### config.mk
export PLATFORM = sky130hd
export DESIGN_NAME = flp_sig_add_norm_round_flat
export DESIGN_NICKNAME = d
export VERILOG_FILES = /design/src/rtl/flp_sig_add_norm_round_if.sv /design/src/rtl/flp_sig_add_norm_round.sv /design/src/flat_wrapper.sv
export SDC_FILE = /design/constraint.sdc
export NUM_CORES = 1
export LEC_CHECK = 0
export CORE_UTILIZATION = 59
export CTS_CLUSTER_SIZE = 14
export DETAILED_ROUTE_END_ITERATION = 12
export GPL_ROUTABILITY_DRIVEN = 0
export MAX_ROUTING_LAYER = met4
export PLACE_DENSITY_LB_ADDON = 0.1
export SLEW_MARGIN = 5
export SYNTH_ARGS = -nofsm -noshare
export SYNTH_HDL_FRONTEND = slang
export SYNTH_SLANG_ARGS = --single-unit
### constraint.sdc
create_clock -name clk -period 8.6 [get_ports clk]
set_input_delay 1.72 -clock clk [delete_from_list [all_inputs] [get_ports clk]]
set_output_delay 1.72 -clock clk [all_outputs]
set_load 0.03 [all_outputs]
### src/rtl/flp_sig_add_norm_round_if.sv
// Handshake and data bundle for the significand add / normalize / round back half.
interface flp_sig_add_norm_round_if #(
   parameter int EXP_BITS = 8,
   parameter int SIG_BITS = 23,
   parameter int TAG_BITS = 4
);
   logic                         in_valid;
   logic                         in_ready;
   logic                         round_mode;
   logic                         sign_result;
   logic                         eff_sub;
   logic                         zero_a;
   logic [EXP_BITS-1:0]          exp_b;
   logic [SIG_BITS:0]            sig_b;
   logic [SIG_BITS:0]            sig_a;
   logic [2:0]                   grs_a;
   logic [TAG_BITS-1:0]          tag_in;
   logic                         out_valid;
   logic                         out_ready;
   logic [EXP_BITS+SIG_BITS:0]   result;
   logic [TAG_BITS-1:0]          tag_out;
   logic                         flag_overflow;
   logic                         flag_inexact;

   modport master (
      output in_valid, round_mode, sign_result, eff_sub, zero_a, exp_b, sig_b, sig_a,
             grs_a, tag_in, out_ready,
      input  in_ready, out_valid, result, tag_out, flag_overflow, flag_inexact
   );

   modport slave (
      input  in_valid, round_mode, sign_result, eff_sub, zero_a, exp_b, sig_b, sig_a,
             grs_a, tag_in, out_ready,
      output in_ready, out_valid, result, tag_out, flag_overflow, flag_inexact
   );
endinterface

### src/rtl/flp_sig_add_norm_round.sv
// Five-stage significand add, normalize (incl. subnormals), round (RNE/RTZ) and pack.
// Stages: add -> leading-zero count -> shift -> round -> pack. One global stall.
module flp_sig_add_norm_round #(
   parameter int EXP_BITS = 8,
   parameter int SIG_BITS = 23,
   parameter int TAG_BITS = 4
) (
   input logic                     clk,
   input logic                     rst,
   flp_sig_add_norm_round_if.slave bus
);
   localparam int W   = SIG_BITS + 5;   // carry + hidden + fraction + G/R/S
   localparam int SW  = SIG_BITS + 1;   // significand incl. hidden bit
   localparam int EW  = EXP_BITS + 1;   // exponent with headroom for overflow detection
   localparam int LZW = $clog2(W);
   localparam int SBW = TAG_BITS + 2;   // sideband: {sign, round_mode, tag}

   logic adv;
   logic s1_valid, s2_valid, s3_valid, s4_valid, s5_valid;
   logic [SBW-1:0] s1_sb, s2_sb, s3_sb, s4_sb;

   logic [W-1:0]          s1_sum;
   logic [EXP_BITS-1:0]   s1_exp;
   logic [W-2:0]          s2_sig, s3_sig;
   logic [EW-1:0]         s2_exp, s3_exp, s4_exp;
   logic [LZW-1:0]        s2_shift;
   logic                  s2_zero, s3_zero, s4_zero;
   logic [SW-1:0]         s4_sig;
   logic                  s4_inx;

   logic [EXP_BITS+SIG_BITS:0] result_q;
   logic [TAG_BITS-1:0]        tag_q;
   logic                       ovf_q, inx_q;

   assign adv           = ~(s5_valid & ~bus.out_ready);
   assign bus.in_ready  = adv;
   assign bus.out_valid = s5_valid;
   assign bus.result    = result_q;
   assign bus.tag_out   = tag_q;
   assign bus.flag_overflow = ovf_q;
   assign bus.flag_inexact  = inx_q;

   // add: B +/- A at full width, upstream guarantees B >= A so no sign flip
   logic [W-1:0] a_ext, b_ext, sum_c;
   always_comb begin
      a_ext = bus.zero_a ? '0 : {1'b0, bus.sig_a, bus.grs_a};
      b_ext = {1'b0, bus.sig_b, 3'b000};
      sum_c = bus.eff_sub ? b_ext - a_ext : b_ext + a_ext;
   end

   // leading-zero count and shift amount; a carry is handled here by a sticky right shift
   logic [LZW-1:0] lz_c, nshift_c;
   logic [W-2:0]   nsig_c;
   logic [EW-1:0]  nexp_c, lim_c;
   always_comb begin
      lz_c = LZW'(W - 1);
      for (int i = 0; i < W - 1; i++)
         if (s1_sum[i]) lz_c = LZW'(W - 2 - i);
      lim_c    = {1'b0, s1_exp} - EW'(1);
      nshift_c = '0;
      if (s1_sum[W-1]) begin
         nsig_c = {s1_sum[W-1:2], |s1_sum[1:0]};
         nexp_c = {1'b0, s1_exp} + EW'(1);
      end else begin
         nsig_c = s1_sum[W-2:0];
         nexp_c = {1'b0, s1_exp};
         // never shift below the minimum normal exponent; the rest stays subnormal
         if (s1_exp != '0)
            nshift_c = (EW'(lz_c) < lim_c) ? lz_c : LZW'(lim_c);
      end
   end

   // shift: exponent drops to 0 when the hidden position did not fill
   logic [W-2:0]  shifted_c;
   logic [EW-1:0] sexp_c;
   always_comb begin
      shifted_c = s2_sig << s2_shift;
      sexp_c    = shifted_c[W-2] ? s2_exp - EW'(s2_shift) : '0;
   end

   // round: RNE increments on G & (R | S | LSB); RTZ truncates
   logic          g_c, r_c, s_c, inc_c;
   logic [SW:0]   rnd_c;
   logic [SW-1:0] rsig_c;
   logic [EW-1:0] rexp_c;
   always_comb begin
      g_c    = s3_sig[2];
      r_c    = s3_sig[1];
      s_c    = s3_sig[0];
      inc_c  = ~s3_sb[SBW-2] & g_c & (r_c | s_c | s3_sig[3]);
      rnd_c  = {1'b0, s3_sig[W-2:3]} + {{SW{1'b0}}, inc_c};
      rsig_c = rnd_c[SW-1:0];
      rexp_c = s3_exp;
      if (rnd_c[SW]) begin
         rsig_c = {1'b1, {SIG_BITS{1'b0}}};
         rexp_c = s3_exp + EW'(1);
      end else if (s3_exp == '0 && rnd_c[SW-1]) begin
         // a subnormal (or exp_b = 0 sum) that reaches the hidden bit becomes normal
         rexp_c = EW'(1);
      end
   end

   // pack: exact zero wins, then overflow saturates to inf (RNE) or max finite (RTZ)
   logic                       ovf_c, pinx_c;
   logic [EXP_BITS+SIG_BITS:0] pres_c;
   always_comb begin
      ovf_c  = s4_exp >= {1'b0, {EXP_BITS{1'b1}}};
      pinx_c = s4_inx;
      pres_c = {s4_sb[SBW-1], s4_exp[EXP_BITS-1:0], s4_sig[SIG_BITS-1:0]};
      if (s4_zero) begin
         ovf_c  = 1'b0;
         pinx_c = 1'b0;
         pres_c = '0;
      end else if (ovf_c) begin
         pinx_c = 1'b1;
         if (s4_sb[SBW-2])
            pres_c = {s4_sb[SBW-1], {(EXP_BITS-1){1'b1}}, 1'b0, {SIG_BITS{1'b1}}};
         else
            pres_c = {s4_sb[SBW-1], {EXP_BITS{1'b1}}, {SIG_BITS{1'b0}}};
      end
   end

   // valid chain: cleared by reset, advances whenever the output is not stalled
   always_ff @(posedge clk) begin
      if (rst) begin
         s1_valid <= 1'b0;
         s2_valid <= 1'b0;
         s3_valid <= 1'b0;
         s4_valid <= 1'b0;
         s5_valid <= 1'b0;
      end else if (adv) begin
         s1_valid <= bus.in_valid;
         s2_valid <= s1_valid;
         s3_valid <= s2_valid;
         s4_valid <= s3_valid;
         s5_valid <= s4_valid;
      end
   end

   // datapath registers for stages 1-4, held together on stall
   always_ff @(posedge clk) begin
      if (adv) begin
         s1_sum   <= sum_c;
         s1_exp   <= bus.exp_b;
         s1_sb    <= {bus.sign_result, bus.round_mode, bus.tag_in};
         s2_sig   <= nsig_c;
         s2_exp   <= nexp_c;
         s2_shift <= nshift_c;
         s2_zero  <= (s1_sum == '0);
         s2_sb    <= s1_sb;
         s3_sig   <= shifted_c;
         s3_exp   <= sexp_c;
         s3_zero  <= s2_zero;
         s3_sb    <= s2_sb;
         s4_sig   <= rsig_c;
         s4_exp   <= rexp_c;
         s4_inx   <= g_c | r_c | s_c;
         s4_zero  <= s3_zero;
         s4_sb    <= s3_sb;
      end
   end

   // visible output registers; only a real result overwrites them
   always_ff @(posedge clk) begin
      if (rst) begin
         result_q <= '0;
         tag_q    <= '0;
         ovf_q    <= 1'b0;
         inx_q    <= 1'b0;
      end else if (adv && s4_valid) begin
         result_q <= pres_c;
         tag_q    <= s4_sb[TAG_BITS-1:0];
         ovf_q    <= ovf_c;
         inx_q    <= pinx_c;
      end
   end
endmodule

### src/flat_wrapper.sv
// flat-port wrapper written by rule: the top's interface ports become plain ports
module flp_sig_add_norm_round_flat 
#(
   parameter int EXP_BITS = 8,
   parameter int SIG_BITS = 23,
   parameter int TAG_BITS = 4
)
  (clk, rst, bus_in_valid, bus_round_mode, bus_sign_result, bus_eff_sub, bus_zero_a, bus_exp_b, bus_sig_b, bus_sig_a, bus_grs_a, bus_tag_in, bus_out_ready, bus_in_ready, bus_out_valid, bus_result, bus_tag_out, bus_flag_overflow, bus_flag_inexact);
  flp_sig_add_norm_round_if #(.EXP_BITS(EXP_BITS), .SIG_BITS(SIG_BITS), .TAG_BITS(TAG_BITS)) bus_i ();
  input logic clk;
  input logic rst;
  input wire logic [$bits(bus_i.in_valid)-1:0] bus_in_valid;
  input wire logic [$bits(bus_i.round_mode)-1:0] bus_round_mode;
  input wire logic [$bits(bus_i.sign_result)-1:0] bus_sign_result;
  input wire logic [$bits(bus_i.eff_sub)-1:0] bus_eff_sub;
  input wire logic [$bits(bus_i.zero_a)-1:0] bus_zero_a;
  input wire logic [$bits(bus_i.exp_b)-1:0] bus_exp_b;
  input wire logic [$bits(bus_i.sig_b)-1:0] bus_sig_b;
  input wire logic [$bits(bus_i.sig_a)-1:0] bus_sig_a;
  input wire logic [$bits(bus_i.grs_a)-1:0] bus_grs_a;
  input wire logic [$bits(bus_i.tag_in)-1:0] bus_tag_in;
  input wire logic [$bits(bus_i.out_ready)-1:0] bus_out_ready;
  output wire logic [$bits(bus_i.in_ready)-1:0] bus_in_ready;
  output wire logic [$bits(bus_i.out_valid)-1:0] bus_out_valid;
  output wire logic [$bits(bus_i.result)-1:0] bus_result;
  output wire logic [$bits(bus_i.tag_out)-1:0] bus_tag_out;
  output wire logic [$bits(bus_i.flag_overflow)-1:0] bus_flag_overflow;
  output wire logic [$bits(bus_i.flag_inexact)-1:0] bus_flag_inexact;
  assign bus_i.in_valid = bus_in_valid;
  assign bus_i.round_mode = bus_round_mode;
  assign bus_i.sign_result = bus_sign_result;
  assign bus_i.eff_sub = bus_eff_sub;
  assign bus_i.zero_a = bus_zero_a;
  assign bus_i.exp_b = bus_exp_b;
  assign bus_i.sig_b = bus_sig_b;
  assign bus_i.sig_a = bus_sig_a;
  assign bus_i.grs_a = bus_grs_a;
  assign bus_i.tag_in = bus_tag_in;
  assign bus_i.out_ready = bus_out_ready;
  assign bus_in_ready = bus_i.in_ready;
  assign bus_out_valid = bus_i.out_valid;
  assign bus_result = bus_i.result;
  assign bus_tag_out = bus_i.tag_out;
  assign bus_flag_overflow = bus_i.flag_overflow;
  assign bus_flag_inexact = bus_i.flag_inexact;
  flp_sig_add_norm_round #(.EXP_BITS(EXP_BITS), .SIG_BITS(SIG_BITS), .TAG_BITS(TAG_BITS)) u_core (.clk(clk), .rst(rst), .bus(bus_i));
endmodule
==> results.json <==
{
  "outcome": "finished, final reports clean",
  "skew_ns": 0.0116,
  "slew_viol_final": 0,
  "place_area_sq_um": 14200,
  "cts_tree": "yes",
  "nNetsFinal": 1533,
  "drt_pre_antenna_iters": 5,
  "irDropWorstVdd_uv": 145,
  "n_antenna_cell": 0,
  "cts_inserted_buffers": 22,
  "hp-class": "reg2reg",
  "grt_pass1_wl_um": 40900,
  "clock_path_buffers": 3,
  "ys_warn_count": 0,
  "cts_sinks": 216,
  "grt_use_total_pct": 22.6,
  "yosys-top-cells-area": "edfxtp_1 40%, dfxtp_1 6.6%, ha_1 6.3%",
  "yosysTopAreaCellShare_pct": 40.0,
  "layout_common_cells": "180 x nor2_1, 173 x edfxtp_1, 127 x a21oi_1",
  "powerDensity_nw_per_um2": 233,
  "ys_seq_elements": 216,
  "synthCells": 1321,
  "drcViolationCount": 0,
  "wl_um": 24200,
  "setup_violations": 0,
  "yosysSeqAreaShare_pct": 46.6,
  "antenna_left": 0,
  "port_buffers": 110,
  "layout-drive-gt1-share_pct": 8.22,
  "p_sw_w": 0.00101,
  "synth_top_area_cell": "edfxtp_1",
  "worst_slew_pin_slew_ns": 0.947,
  "core_sq_um": 21300,
  "rsz0062_at_grt": "false",
  "vias": 9555,
  "ys_async_sr_fraction_pct": 0,
  "cts_root_buf": "clkbuf_16",
  "fp.dieArea_sq_um": 22600,
  "drv_cap": 0,
  "die_w_um": 150,
  "fin_crit_ns": 5.30,
  "p_sw_share_pct": 28.8,
  "hold_violations": 0,
  "slew_headroom_pct": 36.8,
  "syn_area_per_cell_sq_um": 9.84,
  "cp.required_ns": 6.88,
  "synth_edf_count": 173,
  "areaGrowthSynthToFinish_pct": 15.6,
  "fmax_ghz": 0.189,
  "clock_latency_ns": 0.50,
  "hold_buffers": 0,
  "design_area_sq_um": 15000,
  "cts_setup_buffers": 0,
  "p_seq_share_pct": 46.4,
  "final_common_cell": "nor2_1",
  "internal_power_w": 0.00249,
  "initial_core_util_pct": 61.1,
  "ys.flop_type": "edfxtp_1",
  "grt_pass1_vias": 9047,
  "grt_max_degree": 80,
  "wl_per_cell_um": 14.4,
  "cp_max_fo": 43,
  "cts_resized": 0,
  "drt_iter0_markers": 457,
  "hpwl_um": 17400,
  "cts_max_level": 1,
  "worstSetupEndpointType": "output port",
  "ys_types": 87,
  "critPathKind": "in2out",
  "clkTransAtPathRegs_ns": 0.06,
  "crit_arrival_ns": 3.58,
  "cp-start-kind": "input pin",
  "syn_nets": 1459,
  "grt_remaining_overflow": 0,
  "pwr-share-clk_pct": 29.3,
  "vias_per_cell": 5.67,
  "p_comb_share_pct": 24.3,
  "antenna_found_initial": 0,
  "rows": 53,
  "power_leakage_nw": 5.87,
  "die_h_um": 150,
  "syn_area_sq_um": 13000,
  "io_pins": 111,
  "period_share_pct": 61.7,
  "setup_tns_ns": 0
}
worst max-delay path: stages:
cell,delay [ns]
clkdlybuf4s50_1,0.40
nor2b_1,0.48
inv_6,0.29
clkdlybuf4s50_1,0.68
layout make-up:
cell class                 instances  area, sq um
inverter                          67          256
clock buffer                      27          591
tap                              275          344
clock inverter                    13          194
multi-input combinational        968         6410
fill                            1637         6260
timing repair buffer             120         1180
sequential                       216         6060
power by group through the flow:
stage	Sequential [W]	Combinational, W	Clock [W]
2_1_floorplan	0.00159	0.000657	0
3_3_place_gp	0.00163	0.000824	0
3_5_place_dp	0.00164	0.000839	0
4_1_cts	0.00162	0.000852	0.00104
5_1_grt	0.00166	0.000950	0.00108
6_report	0.00162	0.000850	0.00102
metrics by stage:
stage                     power, W  worst slack (ns)  cells  hold WS (ns)  util, %
after floorplan            0.00225              1.49   1321         0.400        -
after global placement     0.00245              3.04   1646         0.401     66.9
after detailed placement   0.00248              3.05   1646         0.405     66.9
after CTS                  0.00352              3.28   1686         0.418     70.6
after global routing       0.00369              3.12   1686         0.423     70.6
final                      0.00350              3.30   1686         0.417     70.6
cells in the mapped netlist (all sizes together), types with 3 or more instances:
cell / number
a31oi: 8
nor3: 31
o21bai: 8
ha: 65
nor4b: 3
nand2: 99
o21a: 7
inv: 66
mux4: 12
nor2b: 26
a211o: 3
o22ai: 7
and4: 4
a221oi: 4
o31ai: 10
dfxtp: 43
and3: 9
nand2b: 39
xnor2: 43
mux2i: 29
nand4: 14
a22oi: 3
clkbuf: 51
a21o: 11
o21ai: 61
edfxtp: 173
nor4: 11
mux2: 28
nor2: 183
buf: 19
nand3: 23
o211ai: 4
nand3b: 4
or2: 4
and2: 6
xor2: 23
a21oi: 128
or3: 10
a211oi: 19
routing by layer:
| metal | wire, um | global-route usage, % | up-vias |
|---|---|---|---|
| li1 | - | - | 4877 |
| met1 | 10300 | 26.1 | 4413 |
| met2 | 12600 | 40.9 | 214 |
| met3 | 808 | 2.52 | 51 |
| met4 | 518 | 6.97 | 0 |
| met5 | 0 | - | - |
cell families after synthesis:
| logic type | after synthesis | share of synthesized area [%] |
|---|---|---|
| AOI/OAI and AO/OA | 295 | 14.1 |
| adders and majority gates | 67 | 6.56 |
| buffers and inverters | 137 | 4.13 |
| DFF | 216 | 46.6 |
| xor gates and xnor gates | 66 | 4.45 |
| muxes | 69 | 6.74 |
| and+or+nand+nor | 471 | 17.5 |
sequential cells by signal, indices dropped and copies added, names as in the netlist, 4 cells and up:
register and count:
u_core.s1_sum 28, u_core.bus.tag_out 4, u_core.s2_shift 5, u_core.bus.result 32, u_core.s4_sb 6, u_core.s4_exp 9
u_core.s3_sb 6, u_core.s1_sb 6, u_core.s2_sb 6, u_core.s2_sig 27, u_core.s1_exp 8, u_core.s2_exp 9
u_core.s3_exp 9, u_core.s4_sig 23, u_core.s3_sig 27
worst paths after layout:
| kind | start | end | slack, ns | depth (start not counted) |
|---|---|---|---|---|
| worst max-delay path | bus_out_ready | bus_in_ready | 3.30 | 4 |
| worst min-delay path | u_core.s1_sb[4]$_DFFE_PN_ | u_core.s2_sb[4]$_DFFE_PN_ | 0.42 | 0 |
| worst max register to register | u_core.s1_sum[3]$_DFFE_PN_ | u_core.s2_shift[3]$_SDFFCE_PP0N_ | 5.14 | 14 |
| worst min register to register | u_core.s1_sb[4]$_DFFE_PN_ | u_core.s2_sb[4]$_DFFE_PN_ | 0.42 | 0 |
(Power assumes the default switching activity.)
